==> src/rtl/tilt_decoder_pkg.sv <==
// Shared definitions for the tilt decoder: sample width, axis FSM states,
// and the saturating negation used by the input conditioning.
package tilt_decoder_pkg;

  localparam int SAMPLE_W = 12;

  typedef enum logic [1:0] {
    TILT_ZERO = 2'd0,
    TILT_POS  = 2'd1,
    TILT_NEG  = 2'd2
  } tilt_state_e;

  // Two's-complement negation that maps the most negative code to the most positive one
  function automatic logic signed [SAMPLE_W-1:0] neg_sat(input logic signed [SAMPLE_W-1:0] v);
    if (v == {1'b1, {(SAMPLE_W-1){1'b0}}}) begin
      return {1'b0, {(SAMPLE_W-1){1'b1}}};
    end
    return -v;
  endfunction

endpackage

==> src/rtl/tilt_decoder_axis.sv <==
// One tilt axis: block accumulator, registered window average and the
// NEG/ZERO/POS hysteresis FSM evaluated one cycle after the average lands.
module tilt_decoder_axis
  import tilt_decoder_pkg::*;
#(
  parameter int AVG_LOG2   = 2,
  parameter int ON_THRESH  = 200,
  parameter int OFF_THRESH = 120
) (
  input  logic                       clk,
  input  logic                       reset,
  input  logic                       clear,
  input  logic                       sample_valid,
  input  logic                       window_last,
  input  logic signed [SAMPLE_W-1:0] sample,
  input  logic                       eval,
  output tilt_state_e                state
);

  localparam int ACC_W = SAMPLE_W + AVG_LOG2;

  logic signed [ACC_W-1:0]    acc_reg;
  logic signed [ACC_W-1:0]    sum_next;
  logic signed [SAMPLE_W-1:0] avg_reg;
  logic signed [SAMPLE_W-1:0] avg_next;
  tilt_state_e                state_reg;

  // The completing sample is folded into the average; the shift floors toward -inf
  assign sum_next = acc_reg + ACC_W'(sample);
  assign avg_next = SAMPLE_W'(sum_next >>> AVG_LOG2);

  // Accumulate samples and register the average when a window completes
  always_ff @(posedge clk) begin
    if (reset || clear) begin
      acc_reg <= '0;
      avg_reg <= '0;
    end else if (sample_valid) begin
      if (window_last) begin
        avg_reg <= avg_next;
        acc_reg <= '0;
      end else begin
        acc_reg <= sum_next;
      end
    end
  end

  // Hysteresis FSM: strong opposite tilt reverses directly, weak tilt drops to ZERO
  always_ff @(posedge clk) begin
    if (reset || clear) begin
      state_reg <= TILT_ZERO;
    end else if (eval) begin
      case (state_reg)
        TILT_ZERO: begin
          if (avg_reg > ON_THRESH)       state_reg <= TILT_POS;
          else if (avg_reg < -ON_THRESH) state_reg <= TILT_NEG;
        end
        TILT_POS: begin
          if (avg_reg < -ON_THRESH)      state_reg <= TILT_NEG;
          else if (avg_reg < OFF_THRESH) state_reg <= TILT_ZERO;
        end
        TILT_NEG: begin
          if (avg_reg > ON_THRESH)        state_reg <= TILT_POS;
          else if (avg_reg > -OFF_THRESH) state_reg <= TILT_ZERO;
        end
        default: state_reg <= TILT_ZERO;
      endcase
    end
  end

  assign state = state_reg;

endmodule

==> src/rtl/tilt_decoder.sv <==
// Tilt decoder top: conditions accelerometer samples (swap, then invert),
// runs the shared window counter and stall watchdog, and drives the
// per-axis direction levels plus the window-evaluated pulse.
module tilt_decoder
  import tilt_decoder_pkg::*;
#(
  parameter int AVG_LOG2       = 2,
  parameter int ON_THRESH      = 200,
  parameter int OFF_THRESH     = 120,
  parameter int TIMEOUT_CYCLES = 10000000,
  parameter int INVERT_X       = 0,
  parameter int INVERT_Y       = 0,
  parameter int SWAP_XY        = 0
) (
  input  logic                       clk,
  input  logic                       reset,
  input  logic signed [SAMPLE_W-1:0] accel_x,
  input  logic signed [SAMPLE_W-1:0] accel_y,
  input  logic                       accel_valid,
  output logic                       x_increment,
  output logic                       x_decrement,
  output logic                       y_increment,
  output logic                       y_decrement,
  output logic                       tilt_update
);

  localparam int CNT_W    = (AVG_LOG2 > 0) ? AVG_LOG2 : 1;
  localparam int WIN_LAST = (1 << AVG_LOG2) - 1;
  localparam int WD_W     = $clog2(TIMEOUT_CYCLES + 1);

  logic signed [SAMPLE_W-1:0] x_src, y_src, x_cond, y_cond;
  logic [CNT_W-1:0]           win_cnt_reg;
  logic [WD_W-1:0]            wd_reg;
  logic                       eval_reg;
  logic                       window_last;
  logic                       timeout_fire;
  tilt_state_e                x_state, y_state;

  assign x_src  = (SWAP_XY != 0) ? accel_y : accel_x;
  assign y_src  = (SWAP_XY != 0) ? accel_x : accel_y;
  assign x_cond = (INVERT_X != 0) ? neg_sat(x_src) : x_src;
  assign y_cond = (INVERT_Y != 0) ? neg_sat(y_src) : y_src;

  assign window_last = (win_cnt_reg == CNT_W'(WIN_LAST));
  // A valid in the timeout cycle takes priority, so the stall is only declared when idle
  assign timeout_fire = !accel_valid && (wd_reg == WD_W'(TIMEOUT_CYCLES - 1));

  // Shared window position; restarts on completion or after a stall
  always_ff @(posedge clk) begin
    if (reset || timeout_fire) begin
      win_cnt_reg <= '0;
    end else if (accel_valid) begin
      win_cnt_reg <= window_last ? '0 : win_cnt_reg + CNT_W'(1);
    end
  end

  // Stall watchdog: counts idle cycles and saturates at the timeout
  always_ff @(posedge clk) begin
    if (reset || accel_valid) begin
      wd_reg <= '0;
    end else if (wd_reg != WD_W'(TIMEOUT_CYCLES)) begin
      wd_reg <= wd_reg + WD_W'(1);
    end
  end

  // Evaluate-next-cycle strobe, which is also the externally visible update pulse
  always_ff @(posedge clk) begin
    if (reset || timeout_fire) begin
      eval_reg <= 1'b0;
    end else begin
      eval_reg <= accel_valid && window_last;
    end
  end

  tilt_decoder_axis #(
    .AVG_LOG2   (AVG_LOG2),
    .ON_THRESH  (ON_THRESH),
    .OFF_THRESH (OFF_THRESH)
  ) u_axis_x (
    .clk          (clk),
    .reset        (reset),
    .clear        (timeout_fire),
    .sample_valid (accel_valid),
    .window_last  (window_last),
    .sample       (x_cond),
    .eval         (eval_reg),
    .state        (x_state)
  );

  tilt_decoder_axis #(
    .AVG_LOG2   (AVG_LOG2),
    .ON_THRESH  (ON_THRESH),
    .OFF_THRESH (OFF_THRESH)
  ) u_axis_y (
    .clk          (clk),
    .reset        (reset),
    .clear        (timeout_fire),
    .sample_valid (accel_valid),
    .window_last  (window_last),
    .sample       (y_cond),
    .eval         (eval_reg),
    .state        (y_state)
  );

  assign x_increment = (x_state == TILT_POS);
  assign x_decrement = (x_state == TILT_NEG);
  assign y_increment = (y_state == TILT_POS);
  assign y_decrement = (y_state == TILT_NEG);
  assign tilt_update = eval_reg;

endmodule

==> config.mk <==
export PLATFORM = sky130hd
export DESIGN_NAME = tilt_decoder
export DESIGN_NICKNAME = d
export VERILOG_FILES = /design/src/rtl/tilt_decoder_pkg.sv /design/src/rtl/tilt_decoder_axis.sv /design/src/rtl/tilt_decoder.sv
export SDC_FILE = /design/constraint.sdc
export NUM_CORES = 1
export LEC_CHECK = 0
export BUFFER_PORTS_ARGS = -buffer_cell sky130_fd_sc_hd__buf_2
export CORE_ASPECT_RATIO = 2
export CORE_UTILIZATION = 55
export DETAILED_ROUTE_END_ITERATION = 16
export GPL_TIMING_DRIVEN = 0
export PLACE_DENSITY = 0.76
export SLEW_MARGIN = 40
export SYNTH_ARGS = -nofsm -noshare
export SYNTH_HDL_FRONTEND = slang
export SYNTH_SLANG_ARGS = --single-unit
==> constraint.sdc <==
create_clock -name clk -period 2.55 [get_ports clk]
set_clock_uncertainty 0.05 [all_clocks]
set_input_delay 0.51 -clock clk [delete_from_list [all_inputs] [get_ports clk]]
set_output_delay 0.51 -clock clk [all_outputs]
set_load 0.02 [all_outputs]
Word-level counts from Yosys, hierarchy flattened
Cells that the tools add are included.
W data, S select, Z words.
{"block": "word_totals", "reg_bits": 83, "inputBits": 27, "output_inout_bits": 5, "elab_cells": 61}
{"block": "op_classes", "n_addsub": 4, "magnitude_cmp": 8, "eq_ne": 13, "mux": 17, "reduce_logical": 10}
{"cell": "$add A14 B12 Y14", "count": 2}
{"cell": "$mux W14", "count": 2}
{"cell": "$mux W2", "count": 13}
{"cell": "$add A24 B1 Y24 const B", "count": 1}
{"cell": "$eq A24 B24 Y1 const B", "count": 1}
{"cell": "$gt A12 B8 Y1 const B", "count": 2}
{"cell": "$gt A12 B9 Y1 const B", "count": 2}
{"cell": "$lt A12 B8 Y1 const B", "count": 2}
{"cell": "$lt A12 B9 Y1 const B", "count": 2}
{"cell": "$ne A24 B24 Y1 const B", "count": 1}
{"cell": "$ne A3 B1 Y1 const B", "count": 6}
{"cell": "$pmux W2 S3", "count": 2}
{"cell": "$reduce_and A4 Y1", "count": 2}
{"cell": "$eq A2 B2 Y1 const B", "count": 3}
{"cell": "$eq A2 B1 Y1 const B", "count": 2}
{"cell": "$logic_not A2 Y1", "count": 2}
{"cell": "$add A2 B1 Y2 const B", "count": 1}
{"cell": "$logic_and A1 B1 Y1", "count": 2}
{"cell": "$logic_or A1 B1 Y1", "count": 2}
{"cell": "$reduce_and A2 Y1", "count": 1}
{"cell": "$logic_not A1 Y1", "count": 1}

Depth between registers and ports, before layout
{"block": "depth", "word_depth": 4, "depth_mapped": 10, "depth_no_buf": 10}

Modules after synthesis
A second synthesis with hierarchy kept.
{"block": "unflattened", "cells_unflattened": 643, "hier_area_um2": 5024.8}
{"module": "tilt_decoder_axis", "n_inst": 2, "cells_each": 241, "area_per_inst_um2": 1824.2, "seq_area_each_um2": 560.5}
{"module": "tilt_decoder", "n_inst": 1, "cells_each": 161, "area_per_inst_um2": 1376.3, "seq_area_each_um2": 540.5}

Worst setup path before layout
No wires, ideal clock.
{"block": "synth_timing", "kind": "input port to flip-flop", "from": "in accel_x[0]", "to": "reg u_axis_x.acc_reg[12]", "setup_ns": 0.117, "arrival_time_ns": 2.373, "required_time_ns": 2.383, "setup_slack_ns": 0.010, "stages": 8, "path_buffers": 0, "cell_sequence": "ha_1 fa_1 a21oi_1 o21ai_0 a2111oi_0 o31ai_1 xor2_1 a22o_1"}
{"block": "synth_between", "elab_chain_len": 2}
{"item": "from (decl)", "line_no": "tilt_decoder.sv:17", "source": "input logic signed [SAMPLE_W-1:0] accel_x,"}
{"item": "$add A14 B12 Y14", "line_no": "tilt_decoder_axis.sv:29", "source": "assign sum_next = acc_reg + ACC_W'(sample);"}
{"item": "$mux W14", "line_no": "tilt_decoder_axis.sv:38", "source": "if (window_last) begin"}
{"item": "to (signal assigned)", "line_no": "tilt_decoder_axis.sv:42", "source": "acc_reg <= sum_next;"}
{"item": "to (decl)", "line_no": "tilt_decoder_axis.sv:22", "source": "logic signed [ACC_W-1:0] acc_reg;"}
Every way passes these cells.
A chain may end at the register's enable or synchronous reset.

Worst setup path in the final report
{"block": "layout_timing", "from": "reg wd_reg[12]", "to": "reg u_axis_x.acc_reg[9]"}
{"block": "layout_between", "elab_chain_len": 3}
{"item": "from (decl)", "line_no": "tilt_decoder.sv:33", "source": "logic [WD_W-1:0] wd_reg;"}
{"item": "from (signal assigned)", "line_no": "tilt_decoder.sv:62", "source": "wd_reg <= wd_reg + WD_W'(1);"}
{"item": "$eq A24 B24 Y1", "line_no": "tilt_decoder.sv:46", "source": "assign timeout_fire = !accel_valid && (wd_reg == WD_W'(TIMEOUT_CYCLES - 1));"}
{"item": "$logic_and A1 B1 Y1", "line_no": "tilt_decoder.sv:46"}
{"item": "$logic_or A1 B1 Y1", "line_no": "tilt_decoder_axis.sv:34", "source": "if (reset || clear) begin"}
Every way passes these cells.

==> results.sh <==
export IMPL_min_path_type="register to register"
export IMPL_numCtsBuffers=9
export IMPL_cts_root_buffer="clkbuf_16"
export IMPL_nFillCells=744
export IMPL_yosysUniqueCellTypes=63
export IMPL_ys_seq_elements=83
export IMPL_io_buffers=30
export IMPL_worst_slack_ns=0.1862
export IMPL_wire_per_inst_um=15.72
export IMPL_final_antenna_net_count=0
export IMPL_crit_fanout=10
export IMPL_fin_cells=713
export IMPL_leakagePower_nw=2.130
export IMPL_gp_congestion=0.8600
export IMPL_die_area_um2=8959
export IMPL_postCtsSetupBuffers=0
export IMPL_yosysWarnings=0
export IMPL_cts_tree="built"
export IMPL_finalHoldViolCount=0
export IMPL_yosysSeqAreaShare_pct=35.28
export IMPL_r2r_end="u_axis_x.acc_reg[9]"
export IMPL_synth_edff_count=0
export IMPL_finalMaxSlewViolations=0
export IMPL_num_rows=47
export IMPL_rsz0062_at_grt="false"
export IMPL_ys_async_sr_fraction_pct=0
export IMPL_path_class="register to register"
export IMPL_largest_register_ffs=24
export IMPL_holdWs_ns=0.4064
export IMPL_maxSlewHeadroom_pct=59.86
export IMPL_num_vias=4225
export IMPL_overflow=0
export IMPL_clkSlewWorstSetupHoldPaths_ns=0.06
export IMPL_avgSynthCellArea_um2=8.277
export IMPL_die_y_um=132.9
export IMPL_grt_start_max_net_pins=13
export IMPL_drt_iter0_markers=210
export IMPL_cts_max_level=3
export IMPL_via_per_inst=5.926
export IMPL_ios=32
export IMPL_end_kind="register"
export IMPL_status="finished clean"
export IMPL_crit_reg2reg_launch="wd_reg[12]"
export IMPL_reg2reg_slack_ns=0.19
export IMPL_grt_usage_pct=26.85
export IMPL_slowest_stage="nor4_2"
export IMPL_clkLatencyLatePin_ns=0.33
export IMPL_r2r_cells=6
export IMPL_utilization_pct=63.98
export IMPL_grt_pass1_wl_um=18370
export IMPL_max_stage_delay_ns=0.42
export IMPL_crit_arrival_ns=2.53
export IMPL_fin_nets=668
export IMPL_area_growth_pct=12.65
export IMPL_drt_wl_total_um=11210
export IMPL_path_cells="nor4b_1, nand4_1, nor4_2, nor2_1, clkbuf_1, a22o_1"
export IMPL_fin_crit_ns=2.364
export IMPL_start_util_pct=56.80
export IMPL_ir_drop_mv=0.5376
export IMPL_place_inst=697
export IMPL_fin_crit_sh_pct=92.70
export IMPL_worst_slew_pin_slew_ns=0.5989
export IMPL_drv_cap=0
export IMPL_diodes=0
export IMPL_cts_max_path_buffers=2
export IMPL_dr_pass1_iters=5
export IMPL_crit_path_start="wd_reg[12]"
export IMPL_clock_sinks=83
export IMPL_setup_viol=0
export IMPL_hpwl_um=8633
export IMPL_syn_nets=627
export IMPL_required_ns=2.72
export IMPL_synthFlopType="dfxtp_1"
export IMPL_core_area_um2=8292
export IMPL_antenna_found_initial=0
export IMPL_powerDensity_nw_per_um2=668.3
export IMPL_syn_cell_area_um2=4710
export IMPL_endpoint="u_axis_x.acc_reg[9]"
export IMPL_grt_pass1_vias=4144
export IMPL_fmax_ghz=0.4230
export IMPL_drive_gt1_share_pct=10.57
export IMPL_netlist_instances=569
export IMPL_critPathLaunchType="register"
export IMPL_dieWidth_um=67.43
export IMPL_pre_cts_ws_ns=-0.4363
export IMPL_drc_errors=0
-- cells in the mapped netlist (3+ instances only) --
cell | count | area [um^2]
ha_1 | 29 | 362.9
xnor2_1 | 24 | 210.2
a22o_1 | 3 | 26.28
nor2b_1 | 9 | 56.30
a211oi_2 | 3 | 37.54
mux2i_1 | 11 | 110.1
o211ai_1 | 4 | 30.03
a21oi_1 | 38 | 190.2
buf_2 | 5 | 25.02
a31oi_1 | 4 | 25.02
clkbuf_1 | 16 | 60.06
nor3_1 | 10 | 50.05
nand2_1 | 58 | 217.7
o31ai_1 | 3 | 22.52
and3_1 | 8 | 50.05
dfxtp_1 | 83 | 1662
nand2b_1 | 3 | 18.77
o21ai_0 | 23 | 115.1
xor2_1 | 14 | 122.6
a211oi_1 | 7 | 52.55
and4_1 | 3 | 26.28
nor4b_1 | 3 | 26.28
o2111ai_1 | 3 | 26.28
o22ai_1 | 6 | 37.54
nor2_1 | 72 | 270.3
inv_1 | 22 | 82.58
a21o_1 | 12 | 90.09
nand4_1 | 9 | 56.30
buf_4 | 3 | 22.52
o21bai_1 | 4 | 30.03
nand3_1 | 20 | 100.1
or3_1 | 7 | 43.79
a22oi_1 | 11 | 82.58
-- cells in the final DEF (no fill, tap or decap), types with 3 or more instances in the layout --
master	netlist	layout
nand2_1	58	58
buf_2	5	35
inv_1	22	22
clkbuf_16	0	9
a211oi_2	3	3
ha_1	29	29
a21o_1	12	12
o211ai_1	4	4
xor2_1	14	14
or3_1	7	7
nand3_1	20	20
a22oi_1	11	11
o21ai_0	23	20
o21ai_1	0	3
nand4_1	9	9
a31oi_1	4	4
o31ai_1	3	3
xnor2_1	24	24
a21oi_1	38	38
buf_4	3	3
o22ai_1	6	6
nor2_1	72	72
and4_1	3	3
nand2b_1	3	3
o21bai_1	4	4
o2111ai_1	3	3
clkbuf_1	16	20
nor4b_1	3	3
a22o_1	3	3
a211oi_1	7	7
nor2b_1	9	9
mux2i_1	11	11
and3_1	8	8
dfxtp_1	83	83
nor3_1	10	9
-- power breakdown --
| group | switching, mW | internal, mW | total, mW | leakage [nW] |
|---|---|---|---|---|
| combinational | 0.487 | 0.362 | 0.850 | 1.31 |
| clock | 0.479 | 0.785 | 1.26 | 0.141 |
| sequential | 0.0568 | 1.37 | 1.43 | 0.675 |
-- how the worst min path moves through the flow --
stage,end,slack (ns),from,cells after the start
finish,u_axis_y.avg_reg[2],0.41,u_axis_y.avg_reg[2],2
global route,u_axis_x.avg_reg[1],0.43,u_axis_x.avg_reg[1],2
CTS,u_axis_y.avg_reg[2],0.41,u_axis_y.avg_reg[2],2
detailed placement,u_axis_y.avg_reg[2],0.40,u_axis_y.avg_reg[2],2
global placement,u_axis_x.avg_reg[2],0.39,u_axis_x.avg_reg[2],2
floorplan,u_axis_x.acc_reg[10],0.38,u_axis_x.acc_reg[10],2
-- metal layers --
metal / part of all wire [%] / vias to the layer above / track usage, %
li1: - / 2117 / -
met5: 0 / - / 0
met2: 54 / 95 / 47.89
met1: 39 / 1970 / 26.56
met4: 5.0 / 0 / 16.43
met3: 2.6 / 43 / 5.948
-- worst max-delay path, delay by kind of cell, from the launching register on --
| kind | cells | cell delay (ns) |
|---|---|---|
| AND/OR/NAND/NOR | 4 | 1.19 |
| buffers and inverters | 1 | 0.30 |
| flip-flops | 1 | 0.39 |
| AO/OA/AOI/OAI | 1 | 0.32 |
-- metrics by stage --
stage | setup TNS [ns] | total power [mW] | area (um^2)
CTS | 0 | 3.560 | 5289
finish | 0 | 3.545 | 5305
global route | 0 | 3.737 | 5305
global placement | -1.953 | 2.259 | 4982
floorplan | 0 | 2.089 | 4710
detailed placement | -2.471 | 2.286 | 4987
-- repair_timing --
action	CTS	global route
setup endpoints to repair	8	9
pin swaps	0	4
gates resized for setup	3	5
endpoints found under the hold margin	0	0
hold buffers	0	0
-- final cells by class --
class | count | area [um^2] | area share (%)
plain buffers | 26 | 130.1 | 2.453
clock buffers | 14 | 254.0 | 4.788
well taps | 98 | 122.6 | 2.311
flip-flops and latches | 83 | 1662 | 31.32
multi-input cells | 437 | 2865 | 54.01
clock inverters | 2 | 35.03 | 0.6604
repair buffers | 30 | 150.1 | 2.830
inverters | 23 | 86.33 | 1.627
-- cell families after synthesis --
family                     after synthesis  share of synthesized area, %
and+or+nand+nor                        211                         20.78
AOI/OAI and AO/OA                      146                         21.39
DFF                                     83                         35.28
buffers and inverters                   49                         4.596
xor gates and xnor gates                38                         7.067
adders and majority gates               31                         8.555
muxes                                   11                         2.338
Power figures use the tool's default switching activity.
